$ cat config.mk
export PLATFORM = sky130hd
export DESIGN_NAME = pipe_stage_chain_flat
export DESIGN_NICKNAME = d
export VERILOG_FILES = /design/src/rtl/pipe_stage_chain_if.sv /design/src/rtl/pipe_stage_chain.sv /design/src/flat_wrapper.sv
export SDC_FILE = /design/constraint.sdc
export NUM_CORES = 1
export LEC_CHECK = 0
export CAP_MARGIN = 25
export CORE_MARGIN = 2
export CORE_UTILIZATION = 50
export CTS_BUF_LIST = sky130_fd_sc_hd__clkbuf_16
export CTS_CLUSTER_SIZE = 20
export DETAILED_ROUTE_END_ITERATION = 12
export DONT_BUFFER_PORTS = 1
export GPL_ROUTABILITY_DRIVEN = 0
export GPL_TIMING_DRIVEN = 0
export SYNTH_ARGS = -nofsm -noshare
export SYNTH_HDL_FRONTEND = slang
export SYNTH_SLANG_ARGS = --single-unit
$ cat constraint.sdc
create_clock -name clk -period 5.7 [get_ports clk]
set_input_delay 1.71 -clock clk [delete_from_list [all_inputs] [get_ports clk]]
set_output_delay 1.71 -clock clk [all_outputs]
set_load 0.05 [all_outputs]
$ cat src/rtl/pipe_stage_chain_if.sv
// pipe_stage_chain_if: handshake, control and tap bundle for pipe_stage_chain.
interface pipe_stage_chain_if #(
  parameter int DATA_W = 32,
  parameter int STAGES = 4
);
  localparam int OCC_W = $clog2(STAGES + 1);
  logic                     cpu_en;
  logic                     in_valid;
  logic [DATA_W-1:0]        in_data;
  logic                     in_ready;
  logic [STAGES-1:0]        stall_stage;
  logic                     flush;
  logic                     except_clear;
  logic                     out_valid;
  logic [DATA_W-1:0]        out_data;
  logic                     out_ready;
  logic [STAGES-1:0]        stage_valid;
  logic [STAGES*DATA_W-1:0] stage_data;
  logic [OCC_W-1:0]         occupancy;
  modport master (
    output cpu_en, in_valid, in_data, stall_stage, flush, except_clear, out_ready,
    input  in_ready, out_valid, out_data, stage_valid, stage_data, occupancy
  );
  modport slave (
    input  cpu_en, in_valid, in_data, stall_stage, flush, except_clear, out_ready,
    output in_ready, out_valid, out_data, stage_valid, stage_data, occupancy
  );
endinterface

$ cat src/rtl/pipe_stage_chain.sv
// pipe_stage_chain: N-stage pipeline register chain with stall, flush, exception clear and backpressure.
// Define PIPE_BUBBLE_COLLAPSE_EN to let younger entries advance into bubbles under a downstream hold.
module pipe_stage_chain #(
  parameter int DATA_W      = 32,
  parameter int STAGES      = 4,
  parameter int FLUSH_DEPTH = 1
) (
  input logic               clk,
  input logic               rst,
  pipe_stage_chain_if.slave p
);
  localparam int OCC_W = $clog2(STAGES + 1);
  logic [STAGES-1:0]             vld, h, k, nv;
  logic [STAGES-1:0][DATA_W-1:0] dat, nd;
  logic [OCC_W-1:0]              occ;
  always_comb begin
    h[STAGES-1] = p.stall_stage[STAGES-1] | (vld[STAGES-1] & ~p.out_ready);
    for (int i = STAGES - 2; i >= 0; i--)
`ifdef PIPE_BUBBLE_COLLAPSE_EN
      h[i] = p.stall_stage[i] | (h[i+1] & vld[i+1]);
`else
      h[i] = p.stall_stage[i] | h[i+1];
`endif
  end
  // k marks stages that actually keep their contents; an empty held stage may be refilled when collapsing
`ifdef PIPE_BUBBLE_COLLAPSE_EN
  assign k = h & vld;
`else
  assign k = h;
`endif
  assign p.in_ready = p.cpu_en & ~k[0];
  always_comb begin
    nv[0] = p.in_valid & p.in_ready;
    nd[0] = nv[0] ? p.in_data : '0;
    for (int i = 1; i < STAGES; i++) begin
      nv[i] = vld[i-1] & ~h[i-1] & ~(p.flush & (i <= FLUSH_DEPTH));
      nd[i] = nv[i] ? dat[i-1] : '0;
    end
  end
  always_ff @(posedge clk)
    if (!rst) begin
      vld <= '0;
      dat <= '0;
    end else if (p.cpu_en)
      for (int i = 0; i < STAGES; i++)
        if (p.except_clear || (p.flush && i < FLUSH_DEPTH)) begin
          vld[i] <= 1'b0;
          dat[i] <= '0;
        end else if (!k[i]) begin
          vld[i] <= nv[i];
          dat[i] <= nd[i];
        end
  always_comb begin
    occ = '0;
    for (int i = 0; i < STAGES; i++) occ = occ + OCC_W'(vld[i]);
  end
  assign p.out_valid   = vld[STAGES-1];
  assign p.out_data    = dat[STAGES-1];
  assign p.stage_valid = vld;
  assign p.stage_data  = dat;
  assign p.occupancy   = occ;
endmodule

$ cat src/flat_wrapper.sv
// flat-port wrapper written by rule: the top's interface ports become plain ports
module pipe_stage_chain_flat 
#(
  parameter int DATA_W      = 32,
  parameter int STAGES      = 4,
  parameter int FLUSH_DEPTH = 1
)
  (clk, rst, p_cpu_en, p_in_valid, p_in_data, p_stall_stage, p_flush, p_except_clear, p_out_ready, p_in_ready, p_out_valid, p_out_data, p_stage_valid, p_stage_data, p_occupancy);
  pipe_stage_chain_if #(.DATA_W(DATA_W), .STAGES(STAGES)) p_i ();
  input logic clk;
  input logic rst;
  input wire logic [$bits(p_i.cpu_en)-1:0] p_cpu_en;
  input wire logic [$bits(p_i.in_valid)-1:0] p_in_valid;
  input wire logic [$bits(p_i.in_data)-1:0] p_in_data;
  input wire logic [$bits(p_i.stall_stage)-1:0] p_stall_stage;
  input wire logic [$bits(p_i.flush)-1:0] p_flush;
  input wire logic [$bits(p_i.except_clear)-1:0] p_except_clear;
  input wire logic [$bits(p_i.out_ready)-1:0] p_out_ready;
  output wire logic [$bits(p_i.in_ready)-1:0] p_in_ready;
  output wire logic [$bits(p_i.out_valid)-1:0] p_out_valid;
  output wire logic [$bits(p_i.out_data)-1:0] p_out_data;
  output wire logic [$bits(p_i.stage_valid)-1:0] p_stage_valid;
  output wire logic [$bits(p_i.stage_data)-1:0] p_stage_data;
  output wire logic [$bits(p_i.occupancy)-1:0] p_occupancy;
  assign p_i.cpu_en = p_cpu_en;
  assign p_i.in_valid = p_in_valid;
  assign p_i.in_data = p_in_data;
  assign p_i.stall_stage = p_stall_stage;
  assign p_i.flush = p_flush;
  assign p_i.except_clear = p_except_clear;
  assign p_i.out_ready = p_out_ready;
  assign p_in_ready = p_i.in_ready;
  assign p_out_valid = p_i.out_valid;
  assign p_out_data = p_i.out_data;
  assign p_stage_valid = p_i.stage_valid;
  assign p_stage_data = p_i.stage_data;
  assign p_occupancy = p_i.occupancy;
  pipe_stage_chain #(.DATA_W(DATA_W), .STAGES(STAGES), .FLUSH_DEPTH(FLUSH_DEPTH)) u_core (.clk(clk), .rst(rst), .p(p_i));
endmodule
==> metrics, run 1 <==
critical path capture point type primary output; die outline area 11200 sq um; proportion of synthesized area in mux cells 0%; pin slew with the least headroom to its limit 0.722 ns; # H-tree levels 4; First DRT Iteration DRCs ~180; number of global-route vias before repair about 4100; max-slew violation count 0; chip width between 100 and 150 microns; worst slew margin relative to its limit between 50% and 60%; placed wire-length estimate around 11 mm; power spent charging and discharging nets between 0.4 and 0.5 mW; clock root buffer master clkbuf_16; largest net degree at the start of global routing 17; fraction of the core area covered by cells at the end of the flow between 50 and 60%; GRT Total Usage around a quarter; DR vias between 4000 and 5000; post-synthesis simple-gate area fraction 24.3%; diode insertion count for antenna repair 0; number of max-cap violations 0; dpl cell area ~5300 sq um; count of cells along the worst hold path 2; total nets after synthesis roughly 650; maximum fanout along the worst path 10; largest family of logic cells by synthesized area simple AND/OR/NAND/NOR gates; Cell Rows 37; share of cells above drive strength 1 11.8%; DRC viols 0; setup TNS 0 ns; CTS Buf Count 17; clock tree sinks between 100 and 150; routed wire length per instance 18.3 microns; XOR/XNOR share of the synthesized area 0%; Final setup violation count 0; number of unique standard cell types used by synthesis 32; Reg2Reg Setup Slack around 3.5 ns; global-route wire length before repair about 22 mm; worst voltage drop across the vdd grid about 0.00018 V; Hold Fails Final Rpt 0; flop and latch count out of synthesis 132; data required time at the worst endpoint 3.99 ns; endpoint arrival time on the critical path between 2 and 3 ns; Min-Delay Endpoint u_core.p.out_data[6]; Internal Pwr Total roughly 1.6 mW; yosys warns 0; Clock Tree Buf Depth 2; relative contribution of sequential cells to total power 47.2%; Hold WS between 0.7 and 0.8 ns; post-synthesis share of cell area spent on full adders, half adders and majority gates 0.871%; hold-fix buffer count after cts 0; post-synthesis to final-layout area growth 13.4%; most common library cells after synthesis dfxtp_1, nand2_1, nand3_1, clkbuf_1, nor2_1; total chip power about 2 mW; startpoint of the tightest hold check path u_core.p.out_data[6]; worst flop-to-flop path startpoint u_core.p.stage_valid[3]; number of gates given a new drive strength after cts 0; count of placed standard cells in the final layout, fillers left out approximately 770; share of flip-flops with an asynchronous set or reset after synthesis 0%; clock latency on the worst-skew pair between 0.4 and 0.5 ns; Avg Inst Size Synth between 8 and 9 sq um; antenna violations before repair 0; number of search-and-repair iterations in the first detailed-routing pass 5; Post-Place Cells approximately 740; post-route cell area roughly 5900 sq um; leak pwr ~2.2 nW; final critical-path required period approximately 4.6 ns; I/O pin total between 200 and 250; Switching Share about a fifth; nets 673; setup fix buffers added after clock tree synthesis 0; CP startpoint kind input pin; antenna-violating nets left 0; sequential fraction of the synthesis area 51.1%; unrepaired setup endpoints after global routing no; clock tree from TritonCTS yes; post-synthesis compound-gate area fraction between 10 and 15%; cell types with the largest area share after synthesis dfxtp_1, nand2_1, nand3_1, a32o_1, buf_4; fraction of post-synthesis cell area in the top cell type by area around half; status completed; worst clock skew 0.00546 ns; number of flops mapped to enable cells by yosys 0; setup slack of the critical path after layout between 1 and 1.5 ns; Worst-path clk slew 0.05 ns; Synth Flop Type dfxtp_1; post-synthesis cell type with the largest combined area dfxtp_1; vias per inst between 5 and 6; Post-Route WL 14.1 mm; Crit Path Class in2out; GRT Residual Overflow 0; placeable core region 10200 sq um; clock power share 49.8%; Achievable Freq between 200 and 250 MHz; Post-Synthesis Cells about 610; share of the clock period used by the worst path after layout 80.3%; Hold/Removal Path Class reg2reg; R2R cell count 6; combinational group share of total power under 10%; cell area after technology mapping between 5000 and 6000 sq um; reg-to-reg critical path endpoint u_core.p.stage_data[14]; worst setup slack before clock tree synthesis approximately 1.1 ns; vertical die dimension 106 microns; count of input and output buffers 0; Pwr Density about 330 nW/um^2; initial core utilization between 50 and 60%
[cell usage in the layout (no fill, tap or decap)]
cell,instances
and3_1,1
nor3_2,2
nor2_2,1
a31o_2,1
bufinv_16,2
clkbuf_1,41
fa_1,1
nand3_1,66
inv_1,2
nand4b_1,1
buf_2,12
buf_1,3
o22ai_1,32
nor2b_1,1
o22ai_2,1
nand4_1,33
and2_1,1
clkinv_1,6
a21oi_1,1
or3b_1,1
clkinv_2,3
nor2_1,35
buf_6,1
o21ai_0,33
and2b_1,1
o21bai_2,1
a32o_1,32
dfxtp_1,132
ha_1,2
o21a_1,2
nand2_1,132
clkbuf_16,17
buf_4,33
nand2b_1,2
nand3_2,1
[cells by family (layout without fill, tap and decap cells)]
| family | Yosys count | count (layout) |
|---|---|---|
| simple gates | 278 | 278 |
| flops | 132 | 132 |
| compound gates | 103 | 103 |
| buf+inv | 92 | 120 |
| fa+ha+maj | 3 | 3 |
[critical path, stage by stage]
cell	delay [ns]
and2b_1	0.22
nand4b_1	0.31
clkinv_1	0.24
buf_2	0.38
[cell type report]
cell class | count | area [sq um]
well taps | 136 | 170
multi-input cells | 384 | 2040
clock inverters | 11 | 97.6
fillers | 980 | 4320
clock buffers | 17 | 425
flip-flops and latches | 132 | 2640
inverters | 2 | 7.51
plain buffers | 90 | 484
[power groups by stage]
stage | clock network (mW) | registers, mW | logic, mW
finish | 0.975 | 0.926 | 0.0588
global route | 1.03 | 0.925 | 0.0654
CTS | 0.987 | 0.926 | 0.0587
detailed placement | 0 | 0.945 | 0.0585
global placement | 0 | 0.945 | 0.0575
floorplan | 0 | 0.945 | 0.0433
[how the worst max path moves through the flow]
stage                          start    endpoint  slack [ns]  cells after the start
floorplan           p_stall_stage[1]  p_in_ready        1.36                      4
global placement    p_stall_stage[1]  p_in_ready        1.12                      4
finish              p_stall_stage[1]  p_in_ready        1.12                      4
detailed placement  p_stall_stage[1]  p_in_ready        1.11                      4
global route        p_stall_stage[1]  p_in_ready        1.01                      4
CTS                 p_stall_stage[1]  p_in_ready        1.11                      4
[per-layer routing]
metal	global-route usage [%]	wire length (microns)	up-vias
met4	7.80	205	0
met1	30.6	5990	2004
met5	0	0	-
met3	10.8	1340	21
met2	40.7	6570	174
li1	-	-	2166
[sequential cells by signal (all words and copies together) (netlist names)]
signal / cells
u_core.p.out_data: 32
u_core.p.stage_data: 96
u_core.p.stage_valid: 4
Power figures use the tool's default switching activity.
==> run 2: changes to the inputs <==
Settings changed: PLACE_DENSITY set to 0.68.
Clock period 5.7 ns to 3.9 ns, I/O delays scaled along.
==> run 2 against run 1 <==
Against the previous run: sequential share of layout area hardly changed; worst hold slack improved by 0.0019 ns; clock power grew 43%; setup slack got worse by 0.89 ns; sequential power grew 46%; via count rose by 2.4%; global-route usage grew 0.78 points; final area about the same; combinational power rose by 48%; wire length increased by 2.7%; register-to-register slack got worse by 1.8 ns; critical path depth decreased by 1; critical path type is now reg2out; largest cell class unchanged; largest power group unchanged; highest routed layer unchanged.
==> metrics, run 2 (synthesized netlist as in run 1, its figures left out) <==
hold-fix buffer count after cts 0; R2R cell count 6; Post-Place Cells about 740; worst clock skew 0.00714 ns; worst flop-to-flop path startpoint u_core.p.stage_valid[3]; DR vias about 4500; chip width between 100 and 150 microns; share of the clock period used by the worst path after layout between 90% and 100%; data required time at the worst endpoint between 2 and 3 ns; CP startpoint kind flop; status completed; most common cell type on the critical path ha_1; worst slew margin relative to its limit 50.4%; number of search-and-repair iterations in the first detailed-routing pass 4; dominant delay contributor by cell family on the critical path adder cells; commonest cells after routing, fill and taps aside nand2_1, dfxtp_1, nand3_1; number of global-route vias before repair ~4200; GRT Residual Overflow 0; count of buffering cells on the critical path with inverters included 0; setup TNS 0 ns; maximum fanout along the worst path 4; diode insertion count for antenna repair 0; total chip power between 2 and 3 mW; Hold Fails Final Rpt 0; Worst-path clk slew 0.06 ns; unrepaired setup endpoints after global routing no; delay of the slowest critical-path stage ~0.72 ns; clock tree sinks about 130; Reg2Reg Setup Slack approximately 1.7 ns; share of cells above drive strength 1 between 10% and 20%; endpoint arrival time on the critical path 2.50 ns; Hold/Removal Path Class reg2reg; critical path capture point type primary output; nets ~670; clock root buffer master clkbuf_16; Pwr Density around 480 nW/um^2; final-layout fill cell count around 950; max-slew violation count 0; DRC viols 0; leak pwr 2.16 nW; global-route wire length before repair 22.8 mm; Cell Rows 37; placeable core region 10200 sq um; vertical die dimension roughly 110 microns; count of input and output buffers 0; Largest register FFs 96; Final setup violation count 0; number of max-cap violations 0; clock tree from TritonCTS yes; First DRT Iteration DRCs about 240; capturing element of the worst setup path p_occupancy[1]; placed wire-length estimate around 11 mm; reg-to-reg critical path endpoint u_core.p.stage_data[16]; number of gates given a new drive strength after cts 0; CTS Buf Count 17; Post-Route WL between 10 and 15 mm; cell with the largest stage delay on the worst path dfxtp_1; final critical-path required period between 3 and 4 ns; # H-tree levels 4; Clock Tree Buf Depth 2; largest net degree at the start of global routing 17; count of placed standard cells in the final layout, fillers left out 776; antenna-violating nets left 0; routed wire length per instance around 19 microns; I/O pin total around 210; worst voltage drop across the vdd grid ~0.0003 V; Achievable Freq around 270 MHz; Crit Path Class reg2out; initial core utilization between 50% and 60%; post-synthesis to final-layout area growth 13.4%; die outline area around 11000 sq um; GRT Total Usage between 20% and 30%; pin slew with the least headroom to its limit ~0.74 ns; setup fix buffers added after clock tree synthesis 0; antenna violations before repair 0; crit path cell chain ha_1 > fa_1 > ha_1; clock latency on the worst-skew pair between 0.4 and 0.5 ns; number of logic stages on the critical path including buffering 3; worst setup path start u_core.p.stage_valid[1]; vias per inst roughly 5.8
==> run 2: changes by cell type in the layout (fill, tap and decap cells not counted) <==
| cell | before | now |
|---|---|---|
| clkinv_2 | 3 | 7 |
| clkinv_1 | 6 | 5 |
| clkinvlp_4 | 0 | 2 |
| bufinv_16 | 2 | 1 |
==> run 2: stage by stage <==
| step | area, sq um | hold slack, ns | worst slack, ns | utilization (%) |
|---|---|---|---|---|
| after floorplan | 5170 | 0.682 | 0.637 | - |
| after global placement | 5340 | 0.706 | 0.403 | 52.5 |
| after detailed placement | 5340 | 0.707 | 0.385 | 52.5 |
| after CTS | 5870 | 0.717 | 0.225 | 57.6 |
| after global routing | 5870 | 0.742 | 0.141 | 57.6 |
| final | 5870 | 0.711 | 0.234 | 57.6 |
==> run 2: per-layer routing <==
metal | GRT usage [%] | vias to the layer above | routed length [microns]
li1 | - | 2160 | -
met1 | 31.3 | 2077 | 5940
met2 | 42.4 | 214 | 6890
met3 | 10.4 | 17 | 1430
met4 | 8.74 | 0 | 216
met5 | 0 | - | 0
==> run 2: layout make-up <==
cell class	instances	area (sq um)	area share (%)
Sequential cell	132	2640	45.0
Multi-Input combinational cell	384	2040	34.8
Buffer	90	484	8.25
Clock buffer	17	425	7.25
Tap cell	136	170	2.90
Clock inverter	15	98.8	1.68
Inverter	2	7.51	0.128
==> run 2: worst min-delay path, stage by stage, from the launching register on <==
cell and delay, ns:
dfxtp_1 0.48, nand2_1 0.12, o21ai_0 0.07
==> run 2: worst min-delay path by stage <==
stage,from,to,slack [ns],cells after the start
2_1_floorplan,u_core.p.out_data[0],u_core.p.out_data[0],0.68,2
3_3_place_gp,u_core.p.out_data[19],u_core.p.out_data[19],0.71,2
3_5_place_dp,u_core.p.out_data[9],u_core.p.out_data[9],0.71,2
4_1_cts,u_core.p.out_data[9],u_core.p.out_data[9],0.72,2
5_1_grt,u_core.p.out_data[28],u_core.p.out_data[28],0.74,2
6_report,u_core.p.out_data[9],u_core.p.out_data[9],0.71,2
==> run 2: power breakdown <==
| part | switching [mW] | internal [mW] |
|---|---|---|
| clock network | 0.542 | 0.853 |
| logic | 0.0714 | 0.0154 |
| registers | 0.00262 | 1.35 |
| total | 0.616 | 2.22 |
==> run 3: changes to the inputs <==
Settings changed: ABC_AREA set to 1, PLACE_DENSITY 0.68 to 0.75.
==> run 3 against run 2 <==
Against the previous run: clock power fell by 6%; final cell count rose by 5.4%; die area rose by 1.2%; worst hold slack improved by 0.0096 ns; first-iteration DRC count rose by 61%; total power fell by 2.8%; sequential share of layout area fell by 0.16 points; area after synthesis rose by 1.2%; combinational power rose by 19%; largest power group is now registers.
==> metrics, run 3 <==
largest net degree at the start of global routing 17; Post-Route WL between 10 and 15 mm; count of cells along the worst hold path 2; CTS Buf Count 17; commonest cells after routing, fill and taps aside nand3_1, a21oi_1, dfxtp_1; worst flop-to-flop path startpoint u_core.p.stage_valid[3]; post-synthesis cell type with the largest combined area dfxtp_1; number of unique standard cell types used by synthesis 21; worst voltage drop across the vdd grid around 0.00022 V; cell types with the largest area share after synthesis dfxtp_1, nand3_1, a21oi_1, nand2_1, buf_4; endpoint arrival time on the critical path between 2 and 2.5 ns; Achievable Freq 275 MHz; placeable core region ~10000 sq um; number of gates given a new drive strength after cts 0; pin slew with the least headroom to its limit roughly 0.74 ns; CP startpoint kind flop; clock root buffer master clkbuf_16; number of flops mapped to enable cells by yosys 0; Reg2Reg Setup Slack ~1.8 ns; most common library cells after synthesis nand3_1, a21oi_1, dfxtp_1, nand2_1; setup TNS 0 ns; Synth Flop Type dfxtp_1; flop and latch count out of synthesis about 130; diode insertion count for antenna repair 0; nets 716; leak pwr roughly 2 nW; I/O pin total approximately 210; clock latency on the worst-skew pair roughly 0.41 ns; chip width between 100 and 150 microns; most used standard cell by instance count after synthesis nand3_1; GRT Residual Overflow 0; worst slew margin relative to its limit roughly half; number of max-cap violations 0; # H-tree levels 4; post-synthesis to final-layout area growth 12.5%; Pwr Density between 400 and 500 nW/um^2; setup fix buffers added after clock tree synthesis 0; worst clock skew between 0.005 and 0.006 ns; reg-to-reg critical path endpoint u_core.p.out_data[27]; initial core utilization approximately 51%; Hold/Removal Path Class reg2reg; routed wire length per instance approximately 18 microns; cell area after technology mapping 5240 sq um; Min-Delay Endpoint u_core.p.out_data[30]; share of flip-flops with an asynchronous set or reset after synthesis 0%; First DRT Iteration DRCs approximately 380; final critical-path required period between 3 and 4 ns; Hold Fails Final Rpt 0; clock tree from TritonCTS yes; FF+latch area ~2600 sq um; vias per inst 5.62; vertical die dimension 106 microns; die outline area roughly 11000 sq um; maximum fanout along the worst path 4; fraction of post-synthesis cell area in the top cell type by area roughly half; Clock Tree Buf Depth 2; total nets after synthesis approximately 700; setup slack of the critical path after layout 0.263 ns; Cell Rows 37; Avg Inst Size Synth approximately 8 sq um; worst setup slack before clock tree synthesis 0.686 ns; DR vias ~4600; unrepaired setup endpoints after global routing no; max-slew violation count 0; multi-input combinational cell area 2030 sq um; critical path capture point type primary output; global-route wire length before repair around 23 mm; Final setup violation count 0; status completed; hold-fix buffer count after cts 0; sequential fraction of the synthesis area between 50% and 60%; most common cell after layout, fill and taps aside nand3_1; DRC viols 0; antenna violations before repair 0; final-layout fill cell count 929; antenna-violating nets left 0; GRT Total Usage between 20% and 30%; R2R cell count 5; share of the clock period used by the worst path after layout 93.3%; Worst-path clk slew around 0.050 ns; share of cells above drive strength 1 roughly 15%; Crit Path Class reg2out; placed wire-length estimate between 10 and 15 mm; clock tree sinks 132; startpoint of the tightest hold check path u_core.p.out_data[30]; number of global-route vias before repair roughly 4300; number of search-and-repair iterations in the first detailed-routing pass 5; data required time at the worst endpoint between 2 and 3 ns; Post-Synthesis Cells between 600 and 700; Largest register FFs 96; count of input and output buffers 0; yosys warns 0
==> run 3: kinds of logic after synthesis <==
group           Yosys count  share of synthesized area, %
compound gates          135                          13.0
flops                   132                          50.5
buf+inv                  97                          10.7
simple gates            284                          25.0
fa+ha+maj                 3                         0.860
==> run 3: critical path, cell delays in order, from the launching register on <==
cell	delay, ns
dfxtp_1	0.72
ha_1	0.36
fa_1	0.37
ha_1	0.60
==> run 3: area by class of cell <==
cell class / count / share of cell area [%]
Sequential cell: 132 / 44.9
Multi-Input combinational cell: 422 / 34.5
Buffer: 87 / 8.86
Clock buffer: 17 / 7.22
Tap cell: 136 / 2.89
Clock inverter: 14 / 0.977
Inverter: 10 / 0.637
==> run 3: where the power goes <==
part | leakage, nW | internal (mW) | switching [mW]
registers | 1.06 | 1.35 | 0.00261
clock network | 0.256 | 0.776 | 0.522
logic | 0.719 | 0.0215 | 0.0811
total | 2.04 | 2.15 | 0.606
==> run 3: how the worst max path moves through the flow <==
stage,from,to,slack [ns],cells past startpoint
floorplan,u_core.p.stage_valid[1],p_occupancy[1],0.83,3
global placement,u_core.p.stage_valid[1],p_occupancy[1],0.70,3
detailed placement,u_core.p.stage_valid[1],p_occupancy[1],0.69,3
CTS,u_core.p.stage_valid[1],p_occupancy[1],0.25,3
global route,u_core.p.stage_valid[1],p_occupancy[1],0.15,3
finish,u_core.p.stage_valid[1],p_occupancy[1],0.26,3
==> run 3: per-layer routing <==
layer,up-vias,GRT usage (%),routed length [microns]
met5,-,0,0
met4,0,12.6,543
met3,36,8.15,1310
met2,238,42.5,6940
met1,2081,31.4,5970
li1,2244,-,-
==> run 3: metrics by stage <==
stage | cells | util (%) | hold WS [ns] | total power [mW] | instance area, sq um
2_1_floorplan | 651 | - | 0.692 | 1.46 | 5240
3_3_place_gp | 787 | 52.8 | 0.710 | 1.48 | 5410
3_5_place_dp | 787 | 52.8 | 0.714 | 1.48 | 5410
4_1_cts | 818 | 57.6 | 0.722 | 2.77 | 5890
5_1_grt | 818 | 57.6 | 0.747 | 2.83 | 5890
6_report | 818 | 57.6 | 0.721 | 2.75 | 5890
